File: src/rtl/stall_sched.sv
// Pipeline stall scheduler: arbitrates hazard, multi-cycle, memory-wait and flush stalls into stallb_en.
// Optional stalled-cycle counter enabled by defining STALL_SCHED_PERF_EN.
module stall_sched #(
  parameter int unsigned HAZ_BUBBLES  = 1,
  parameter int unsigned DRAIN_CYCLES = 3,
  parameter int unsigned MC_W         = 4,
  parameter int unsigned CNT_W        = 8
) (
  input  logic             clk_in,
  input  logic             rst,
  input  logic             ld_use_hz,
  input  logic             mc_req,
  input  logic [MC_W-1:0]  mc_len,
  output logic             mc_ack,
  input  logic             mem_wait,
  input  logic             flush_req,
  output logic             stallb_en,
  output logic [2:0]       stall_src,
  output logic [CNT_W-1:0] stall_cnt
);

  // Down-counter must hold both the 4-bit bubble/drain constants and any mc_len.
  localparam int unsigned DW = (MC_W > 4) ? MC_W : 4;
  localparam logic [DW-1:0] ONE = DW'(1);

  typedef enum logic [2:0] {
    S_RUN   = 3'd0,
    S_HAZ   = 3'd1,
    S_MC    = 3'd2,
    S_MEMW  = 3'd3,
    S_FLUSH = 3'd4
  } state_t;

  state_t        state, state_nx;
  logic [DW-1:0] dcnt, dcnt_nx;
  logic [DW-1:0] mc_load;
  logic          ack_nx;

  always_comb begin
    mc_load = (mc_len == '0) ? ONE : DW'(mc_len);
  end

  always_comb begin
    state_nx = state;
    dcnt_nx  = dcnt;
    ack_nx   = 1'b0;
    if (flush_req) begin
      state_nx = S_FLUSH;
      dcnt_nx  = DW'(DRAIN_CYCLES);
    end else begin
      case (state)
        S_RUN: begin
          if (mem_wait) begin
            state_nx = S_MEMW;
          end else if (mc_req) begin
            state_nx = S_MC;
            dcnt_nx  = mc_load;
            ack_nx   = 1'b1;
          end else if (ld_use_hz) begin
            state_nx = S_HAZ;
            dcnt_nx  = DW'(HAZ_BUBBLES);
          end
        end
        S_MEMW: begin
          if (!mem_wait) state_nx = S_RUN;
        end
        S_HAZ, S_MC, S_FLUSH: begin
          // Every counted episode returns to RUN, guaranteeing one run cycle between stalls.
          if (dcnt == ONE) begin
            state_nx = S_RUN;
            dcnt_nx  = '0;
          end else begin
            dcnt_nx = dcnt - ONE;
          end
        end
        default: begin
          state_nx = S_RUN;
          dcnt_nx  = '0;
        end
      endcase
    end
  end

  always_ff @(posedge clk_in) begin
    if (!rst) begin
      state     <= S_RUN;
      dcnt      <= '0;
      mc_ack    <= 1'b0;
      stallb_en <= 1'b1;
      stall_src <= 3'd0;
    end else begin
      state     <= state_nx;
      dcnt      <= dcnt_nx;
      mc_ack    <= ack_nx;
      stallb_en <= (state_nx == S_RUN);
      stall_src <= state_nx;
    end
  end

`ifdef STALL_SCHED_PERF_EN
  logic [CNT_W-1:0] cnt_q;

  always_ff @(posedge clk_in) begin
    if (!rst) begin
      cnt_q <= '0;
    end else if (!stallb_en && (cnt_q != '1)) begin
      cnt_q <= cnt_q + CNT_W'(1);
    end
  end

  always_comb begin
    stall_cnt = cnt_q;
  end
`else
  always_comb begin
    stall_cnt = '0;
  end
`endif

endmodule

File: config.mk
export PLATFORM = sky130hd
export DESIGN_NAME = stall_sched
export DESIGN_NICKNAME = d
export VERILOG_FILES = /design/src/rtl/stall_sched.sv
export SDC_FILE = /design/constraint.sdc
export NUM_CORES = 1
export LEC_CHECK = 0
export ABC_AREA = 1
export CELL_PAD_IN_SITES_DETAIL_PLACEMENT = 0
export CELL_PAD_IN_SITES_GLOBAL_PLACEMENT = 2
export CORE_UTILIZATION = 22
export DETAILED_ROUTE_END_ITERATION = 12
export MAX_ROUTING_LAYER = met4
export PLACE_DENSITY = 0.86
export SLEW_MARGIN = 10
export SYNTH_ARGS = -nofsm -noshare
export SYNTH_HDL_FRONTEND = slang
export SYNTH_SLANG_ARGS = --single-unit
File: constraint.sdc
create_clock -name clk_in -period 1.5 [get_ports clk_in]
set_input_delay 0.3 -clock clk_in [delete_from_list [all_inputs] [get_ports clk_in]]
set_output_delay 0.3 -clock clk_in [all_outputs]
set_load 0.05 [all_outputs]
==> results by group, run 1 <==
Status
  • Status: finished, violations left
  • Failing checks: DRC

Timing
  • Final worst clock skew: 0.00405 ns
  • Final min period: between 1 and 1.5 ns
  • Setup violators final: 0
  • RSZ-0062 raised after global routing: no
  • TNS Setup: 0 ns
  • Fmax: 761 MHz
  • Slew Limit Fails: 0
  • Fin crit share: 0.876
  • Fin. Hold Viols: 0

Clocking
  • Clock sinks: 9
  • CTS tree: built
  • Hold Buf Count CTS: 0
  • Num CTS Buffers: 3
  • Cell chosen for the clock root: clkbuf_4
  • Clk_lat worst skew: 0.26 ns
  • CTS Buffer Depth: 2
  • H-tree depth: 1
  • Reg clk slew, reported paths: 0.07 ns

Worst hold path
  • Hold depth: 2
  • Hold path start: dcnt[3]
  • Worst hold-check path type: reg -> reg

Logic synthesis
  • Number of distinct library cells after synthesis: 23
  • Yosys warnings: 0
  • Synthesized area per cell: 6.29 µm²
  • Area leader, netlist: dfxtp_1
  • Post-Syn Area: 679 µm²
  • #FFs+latches synth: 9
  • Post-synth EDFFs: 0
  • Async S/R FF share, synth: 0
  • Post-synth top cells: nand2_1 (32), nor2_1 (13), inv_1 (10), dfxtp_1 (9), buf_4 (8)
  • Register area share after synthesis: 0.265
  • Synth top area share: 0.265
  • Top_reg_cell synth: dfxtp_1
  • Synth top area cells: dfxtp_1 (27%), nand2_1 (18%), buf_4 (8.8%), nor2_1 (7.2%), inv_1 (5.5%)
  • Synth Instances: between 100 and 150
  • Most frequent cell after synthesis: nand2_1

Drt
  • Routed len/inst: between 9 and 10 µm
  • Initial DRT Pass Iterations: 8
  • # DRC: 4
  • Drt total wl: 1540 µm
  • Vias after detailed routing: 674
  • First DRT Iteration DRCs: 26
  • Via density: 4.27
  • DRT antenna net count: 0

Power
  • Leak pwr: ~0.00045 µW
  • Pwr per Cell Area: 883 nW/µm²
  • Tot Pwr: 814 µW
  • Worst VDD drop: 0.000182 V

Die
  • Die height: 57.6 µm
  • Core Area: roughly 2800 µm²
  • Initial Util: 0.240
  • DIE AREA: ~3300 µm²
  • Chip width: 57.6 µm
  • I/O pins: 23
  • FP Rows: 19

Global routing
  • GRT Residual Overflow: 0
  • Initial antenna violation count: 0
  • Largest net degree at the start of global routing: 8
  • Vias in the first global route: 644
  • Gr usage total: 0.111
  • First-pass GRT wire length: between 2000 and 3000 µm

Place
  • Port Buffers: 14
  • Final HPWL from detailed placement: approximately 1200 µm
  • Routability Congestion: ~0.77

Critical path
  • R2r startpoint: dcnt[1]
  • CP Cell Sequence: inv_1 > ha_1 > nand2_2 > nand2_2 > nor2_4 > nand2_1 > a21oi_1 > nor2_1
  • CP Max Fanout: 3
  • Critical Path AT: 1.47 ns
  • CP Depth: 8
  • Critical Path Start: dcnt[1]
  • Worst path top cell family by delay: simple AND/OR/NAND/NOR gates
  • WS Path Type: reg -> reg
  • Crit. End Element: flop
  • Crit path top cell by count: nand2_2
  • Slowest CP cell: dfxtp_1
  • Required @ worst endpoint: 1.66 ns
  • FF-to-FF path depth: 8
  • CP bufs+invs: 1
  • CP Launch Type: flop
  • Slowest stage delay, CP: 0.36 ns

Final layout
  • Share of cells above drive strength 1: 0.213
  • Filler instances: 320
  • Diodes inserted: 0
  • Final nets: between 100 and 150
  • Area Overhead vs Synth: 35.7%
  • Multi-input gate area: between 400 and 500 µm²
  • Register area: around 180 µm²

Flow run
  • Max_cap viols: 0
-- cell type report --
class                      instances  share of cell area
clock buffer                       3              0.0244
clock inverter                     1             0.00543
inverter                          13              0.0529
multi-input combinational         85               0.455
sequential                         9               0.198
tap                               31              0.0421
timing repair buffer              16               0.223
-- power by group --
group	switching, µW	total [µW]	internal, µW
combinational	208	337	129
clock	94.2	193	98.4
sequential	24.8	284	259
-- worst register-to-register path, delay by kind of cell, from the launching register on --
| family | cells | cell delay [ns] |
|---|---|---|
| simple gates | 5 | 0.46 |
| buf+inv | 1 | 0.07 |
| fa+ha+maj | 1 | 0.20 |
| flops | 1 | 0.36 |
| compound gates | 1 | 0.13 |
-- final timing paths --
path                    end  slack [ns]
hold reg to reg     dcnt[3]        0.51
setup / recovery  stallb_en        0.19
hold / removal      dcnt[3]        0.51
setup reg to reg  stallb_en        0.19
-- metrics by stage --
stage | cell area (µm²) | hold slack [ns] | setup slack (ns) | instances | utilization
2_1_floorplan | 708 | 0.425 | 0.0417 | 115 | -
3_3_place_gp | 892 | 0.477 | 0.0319 | 154 | 0.315
3_5_place_dp | 892 | 0.496 | 0.0163 | 154 | 0.315
4_1_cts | 920 | 0.507 | 0.119 | 158 | 0.325
5_1_grt | 922 | 0.549 | 0.0428 | 158 | 0.326
6_report | 922 | 0.510 | 0.186 | 158 | 0.326
-- registers in the layout, indices dropped and copies added (netlist names) --
| name | count |
|---|---|
| mc_ack | 1 |
| state | 3 |
| stallb_en | 1 |
| dcnt | 4 |
-- per-layer routing --
layer / part of all wire / routed length (µm) / GRT usage / vias up
li1: - / - / - / 357
met1: 0.48 / 746 / 0.127 / 295
met2: 0.45 / 694 / 0.169 / 20
met3: 0.051 / 79 / 0.0340 / 2
met4: 0.013 / 20 / 0.0697 / 0
met5: 0 / 0 / - / -
-- cells by family after synthesis --
| kind of cell | Yosys count | share of synthesized area |
|---|---|---|
| simple gates | 61 | 0.418 |
| buf+inv | 21 | 0.160 |
| compound gates | 13 | 0.101 |
| flops | 9 | 0.265 |
| fa+ha+maj | 2 | 0.0368 |
| xor+xnor | 1 | 0.0129 |
| other cells | 1 | 0.00552 |
-- layout by cell type, fill, tap and decap left out, types with 3 or more instances in the layout --
cell	count
nand2_2	4
a21oi_1	6
o21ai_0	3
buf_12	5
inv_2	3
nand3_1	3
nor2_1	13
conb_1	8
clkbuf_4	3
nand2_1	31
inv_1	10
clkdlybuf4s50_1	9
dfxtp_1	7
nor2_2	3
-- what timing repair did --
action                     4_1_cts  5_1_grt
resized for setup                0        1
setup buffers                    0        0
setup endpoints to repair        0        2
Power figures use the tool's default switching activity.
==> run 2, diff against run 1 <==
- CORE_MARGIN: not set -> 2
==> results by group, run 2 (synthesized netlist as in run 1, its figures left out) <==
Power
  • Worst VDD drop: 0.000374 V (was 0.000182 V)
  • Leak pwr: 0.000450 µW (was 0.000448 µW)
  • Internal: 493 µW (was 487 µW)
  • Combinational share of power: 0.417 (was 0.414)
  • Switching part of the total power: 0.389 (was 0.401)
  • Clock power frac: 0.230 (was 0.237)
  • Pwr per Cell Area: 866 nW/µm² (was 883 nW/µm²)
  • Switch Pwr: 314 µW (was 327 µW)
  • Register share of total power: 0.354 (was 0.349)

Die
  • DIE AREA: 3550 µm² (was 3310 µm²)
  • Die height: 59.6 µm (was 57.6 µm)
  • Core Area: 3000 µm² (was 2830 µm²)
  • Initial Util: 0.226 (was 0.240)
  • FP Rows: 20 (was 19)
  • Chip width: 59.6 µm (was 57.6 µm)
  • I/O pins: 23 (unchanged)

Global routing
  • GRT Residual Overflow: 0 (unchanged)
  • Vias in the first global route: 656 (was 644)
  • Gr usage total: 0.103 (was 0.111)
  • Initial antenna violation count: 0 (unchanged)
  • Grt met3 use: 0.0393 (was 0.0340)
  • Largest net degree at the start of global routing: 8 (unchanged)
  • Gr busiest metal: met2 (unchanged)
  • Met1 Track Usage GR: 0.121 (was 0.127)
  • First-pass GRT wire length: 2670 µm (was 2680 µm)
  • Met2 usage: 0.168 (was 0.169)

Clocking
  • # resized after CTS: 0 (unchanged)
  • Post-CTS Setup Repair Bufs: 0 (unchanged)
  • Num CTS Buffers: 3 (unchanged)
  • Reg clk slew, reported paths: 0.06 ns (was 0.07 ns)
  • Clk_lat worst skew: 0.26 ns (about the same)
  • CTS Buffer Depth: 2 (unchanged)
  • Cell chosen for the clock root: clkbuf_4 (unchanged)
  • Hold Buf Count CTS: 0 (unchanged)
  • H-tree depth: 1 (unchanged)
  • CTS tree: built (unchanged)
  • Clock sinks: 9 (unchanged)

Drt
  • Via density: 4.25 (was 4.27)
  • Vias after detailed routing: 684 (was 674)
  • DRT antenna net count: 0 (unchanged)
  • Initial DRT Pass Iterations: 4 (was 8)
  • Drt total wl: 1520 µm (was 1540 µm)
  • First DRT Iteration DRCs: 18 (was 26)
  • Routed len/inst: 9.44 µm (was 9.75 µm)
  • # DRC: 0 (was 4)

Timing
  • RSZ-0062 raised after global routing: no (unchanged)
  • Slew Limit Fails: 0 (unchanged)
  • Fin crit share: 0.885 (was 0.876)
  • Fin. Hold Viols: 0 (unchanged)
  • Final min period: 1.33 ns (was 1.31 ns)
  • Final worst clock skew: 0.00761 ns (was 0.00405 ns)
  • Fmax: 753 MHz (was 761 MHz)
  • Setup violators final: 0 (unchanged)

Status
  • Status: finished, final reports clean (was finished, violations left)

Final layout
  • Biggest register: dcnt (unchanged)
  • Commonest non-fill, non-tap cells in the layout: nand2_1 (31), nor2_1 (13), inv_1 (10) (unchanged)
  • Largest register FFs: 4 (unchanged)
  • Final nets: 141 (was 140)
  • Fin util: 0.310 (was 0.326)
  • Share of cells above drive strength 1: 0.211 (was 0.213)
  • Most common cell after layout, fill and taps aside: nand2_1 (unchanged)
  • Filler instances: 340 (was 320)
  • Biggest regs: dcnt: 4 flops, state: 3 flops (unchanged)
  • Final Cell Area: 931 µm² (was 922 µm²)
  • Area Overhead vs Synth: 37.0% (was 35.7%)
  • Diodes inserted: 0 (unchanged)

Critical path
  • WS Path Type: reg -> reg (unchanged)
  • Critical Path AT: 1.47 ns (about the same)
  • CP Launch Type: flop (unchanged)
  • Crit. End Element: flop (unchanged)
  • Required @ worst endpoint: 1.65 ns (was 1.66 ns)
  • FF-to-FF path depth: 8 (unchanged)
  • Setup slack, reg-to-reg: 0.17 ns (was 0.19 ns)
  • CP Max Fanout: 3 (unchanged)

Place
  • Port Buffers: 14 (unchanged)
  • Routability Congestion: 0.751 (was 0.767)
  • Final HPWL from detailed placement: 1290 µm (was 1250 µm)
  • Placed cell area: 902 µm² (was 892 µm²)

Flow run
  • Max_cap viols: 0 (unchanged)

Worst hold path
  • Worst hold-check path type: reg -> reg (unchanged)
  • Hold depth: 2 (unchanged)
run 2: worst paths after layout:
path	endpoint	start
hold / removal	dcnt[3]	dcnt[3]
setup / recovery	stallb_en	dcnt[1]
setup reg to reg	stallb_en	dcnt[1]
hold reg to reg	dcnt[3]	dcnt[3]
run 2: metal layers:
layer  share of wire  wire (µm)  up-vias
met5               0          0        -
met4          0.0053          8        0
met3           0.057         87        2
met2            0.49        738       14
met1            0.45        685      305
li1                -          -      363
run 2: final cells by class:
cell class              instances  area (µm²)  share of cell area
multi-input cells              85         419               0.450
flip-flops and latches          9         183               0.196
inverters                      13        48.8              0.0524
repair buffers                 17         213               0.228
clock buffers                   4        26.3              0.0282
well taps                      33        41.3              0.0444
run 2: stage by stage:
step | power [µW] | setup slack [ns] | cells | setup TNS [ns] | hold WS, ns
floorplan | 528 | 0.0417 | 115 | 0 | 0.425
global placement | 629 | 0.0228 | 157 | 0 | 0.476
finish | 806 | 0.172 | 161 | 0 | 0.493
global route | 874 | 0.0233 | 161 | 0 | 0.515
CTS | 821 | 0.123 | 161 | 0 | 0.499
detailed placement | 629 | -0.000392 | 157 | -0.000392 | 0.489
run 2: power groups by stage:
stage          Sequential (µW)  Clock [µW]  Combinational [µW]
6_report                   285         185                 336
5_1_grt                    289         212                 373
4_1_cts                    286         196                 340
3_5_place_dp               291           0                 338
3_3_place_gp               291           0                 338
2_1_floorplan              318           0                 210
run 2: worst max-delay path, cell delays in order (launching register included):
cell	delay, ns
dfxtp_1	0.36
inv_1	0.07
ha_1	0.20
nand2_2	0.11
nand2_2	0.07
nor2_4	0.13
nand2_1	0.08
a21oi_1	0.13
nor2_1	0.06
==> run 3, diff against run 2 <==
- GPL_TIMING_DRIVEN: not set -> 0
==> results by group, run 3 (synthesized netlist as in run 1, its figures left out) <==
Flow run
  • Max_cap viols: 0 (unchanged)

Die
  • DIE AREA: 3550 µm² (unchanged)
  • Core Area: 3000 µm² (unchanged)
  • Chip width: 59.6 µm (unchanged)
  • I/O pins: 23 (unchanged)
  • FP Rows: 20 (unchanged)
  • Die height: 59.6 µm (unchanged)
  • Initial Util: 0.226 (unchanged)

Final layout
  • Area Overhead vs Synth: 32.2% (was 37.0%)
  • Biggest register: dcnt (unchanged)
  • Commonest non-fill, non-tap cells in the layout: nand2_1 (32), nor2_1 (13), inv_1 (10) (was nand2_1 (31), nor2_1 (13), inv_1 (10))
  • Fin util: 0.299 (was 0.310)
  • Share of cells above drive strength 1: 0.218 (was 0.211)
  • Filler instances: 344 (was 340)
  • Diodes inserted: 0 (unchanged)
  • Most common cell after layout, fill and taps aside: nand2_1 (unchanged)
  • Biggest regs: dcnt: 4 flops, state: 3 flops (unchanged)
  • Largest register FFs: 4 (unchanged)
  • Final nets: 146 (was 141)

Global routing
  • First-pass GRT wire length: 2600 µm (was 2670 µm)
  • Initial antenna violation count: 0 (unchanged)
  • Largest net degree at the start of global routing: 8 (unchanged)
  • Vias in the first global route: 618 (was 656)
  • GRT Residual Overflow: 0 (unchanged)
  • Gr usage total: 0.101 (was 0.103)

Power
  • Tot Pwr: 780 µW (was 806 µW)
  • Pwr per Cell Area: 869 nW/µm² (was 866 nW/µm²)
  • Leak pwr: 0.000463 µW (was 0.000450 µW)
  • Worst VDD drop: 0.000324 V (was 0.000374 V)

Drt
  • # DRC: 0 (unchanged)
  • Vias after detailed routing: 680 (was 684)
  • Drt total wl: 1560 µm (was 1520 µm)
  • Via density: 4.10 (was 4.25)
  • First DRT Iteration DRCs: 19 (was 18)
  • Initial DRT Pass Iterations: 4 (unchanged)
  • DRT antenna net count: 0 (unchanged)
  • Routed len/inst: 9.40 µm (was 9.44 µm)

Critical path
  • Required @ worst endpoint: 1.20 ns (was 1.65 ns)
  • Worst setup path endpoint: mc_ack (was stallb_en)
  • Slowest CP cell: dlygate4sd2_1 (was dfxtp_1)
  • Worst path top cell family by delay: buffers and inverters (was simple AND/OR/NAND/NOR gates)
  • Reg2reg end: stallb_en (unchanged)
  • FF-to-FF path depth: 8 (unchanged)
  • CP Launch Type: flop (unchanged)
  • Critical Path AT: 1.08 ns (was 1.47 ns)
  • CP bufs+invs: 1 (unchanged)
  • Slowest stage delay, CP: 0.52 ns (was 0.36 ns)
  • CP Max Fanout: 1 (was 3)
  • Setup slack, reg-to-reg: 0.15 ns (was 0.17 ns)
  • Crit. End Element: output port (was flop)
  • R2r startpoint: dcnt[1] (unchanged)
  • Critical Path Start: mc_ack (was dcnt[1])
  • CP Depth: 1 (was 8)
  • WS Path Type: reg -> out (was reg -> reg)
  • CP Cell Sequence: dlygate4sd2_1 (was inv_1 > ha_1 > nand2_2 > nand2_2 > nor2_4 > nand2_1 > a21oi_1 > nor2_1)

Worst hold path
  • Hold depth: 2 (unchanged)
  • Worst hold-check path type: reg -> reg (unchanged)

Timing
  • Fin crit share: 0.923 (was 0.885)
  • RSZ-0062 raised after global routing: no (unchanged)
  • Final min period: 1.38 ns (was 1.33 ns)
  • Slew Limit Fails: 0 (unchanged)
  • Fmax: 723 MHz (was 753 MHz)
  • Final worst clock skew: 0.00304 ns (was 0.00761 ns)
  • Setup violators final: 0 (unchanged)
  • Worst hold slack: 0.498 ns (was 0.493 ns)
  • Fin. Hold Viols: 0 (unchanged)

Clocking
  • Cell chosen for the clock root: clkbuf_4 (unchanged)
  • CTS Buffer Depth: 2 (unchanged)
  • Num CTS Buffers: 3 (unchanged)
  • Reg clk slew, reported paths: 0.06 ns (about the same)
  • Clk_lat worst skew: 0.26 ns (about the same)
  • CTS tree: built (unchanged)
  • Clock sinks: 9 (unchanged)
  • H-tree depth: 1 (unchanged)

Place
  • Routability Congestion: 0.746 (was 0.751)
  • Port Buffers: 14 (unchanged)
  • Final HPWL from detailed placement: 1320 µm (was 1290 µm)

Status
  • Status: finished, final reports clean (unchanged)
run 3: changes by cell type in the layout (fill, tap and decap cells not counted):
| cell | delta |
|---|---|
| buf_4 | +5 |
| dlygate4sd2_1 | +2 |
| clkbuf_2 | +2 |
| nand2_2 | -1 |
| nand2_1 | +1 |
| buf_2 | +1 |
| buf_12 | -5 |
run 3: worst min path at each step:
stage | startpoint | end | slack [ns]
2_1_floorplan | flush_req | state[2] | 0.43
3_3_place_gp | dcnt[3] | dcnt[3] | 0.48
3_5_place_dp | dcnt[3] | dcnt[3] | 0.49
4_1_cts | dcnt[3] | dcnt[3] | 0.50
5_1_grt | dcnt[3] | dcnt[3] | 0.54
6_report | dcnt[3] | dcnt[3] | 0.50
run 3: metrics by stage:
| stage | cells | setup WS, ns | TNS [ns] | instance area [µm²] |
|---|---|---|---|---|
| 3_5_place_dp | 162 | -0.108 | -0.212 | 890 |
| 5_1_grt | 166 | 0.0256 | 0 | 898 |
| 2_1_floorplan | 115 | 0.0417 | 0 | 708 |
| 3_3_place_gp | 162 | -0.106 | -0.203 | 890 |
| 6_report | 166 | 0.116 | 0 | 898 |
| 4_1_cts | 166 | 0.00408 | 0 | 913 |
run 3: repair_timing:
| action | 4_1_cts | 5_1_grt |
|---|---|---|
| resized for setup | 8 | 5 |
| pin swaps | 0 | 0 |
| endpoints found under the setup margin | 5 | 3 |
| hold buffers | 0 | 0 |
| buffers inserted | 0 | 0 |
run 3: power breakdown:
group | total [µW] | internal, µW | switching, µW
registers | 279 | 259 | 19.3
logic | 317 | 109 | 208
clock network | 185 | 102 | 82.2
run 3: routing by layer:
layer | up-vias | track usage | wire (µm)
met5 | - | - | 0
met4 | 0 | 0.0286 | 0
met3 | 0 | 0.0415 | 89
met2 | 12 | 0.152 | 767
met1 | 298 | 0.125 | 704
li1 | 370 | - | -
run 3: cell type report:
| cell class | instances | area [µm²] | share of cell area |
|---|---|---|---|
| multi-input combinational | 85 | 417 | 0.464 |
| sequential | 9 | 183 | 0.203 |
| timing repair buffer | 14 | 123 | 0.136 |
| buffer | 8 | 60.1 | 0.0669 |
| inverter | 13 | 48.8 | 0.0543 |
| tap | 33 | 41.3 | 0.0460 |
| clock buffer | 4 | 26.3 | 0.0292 |
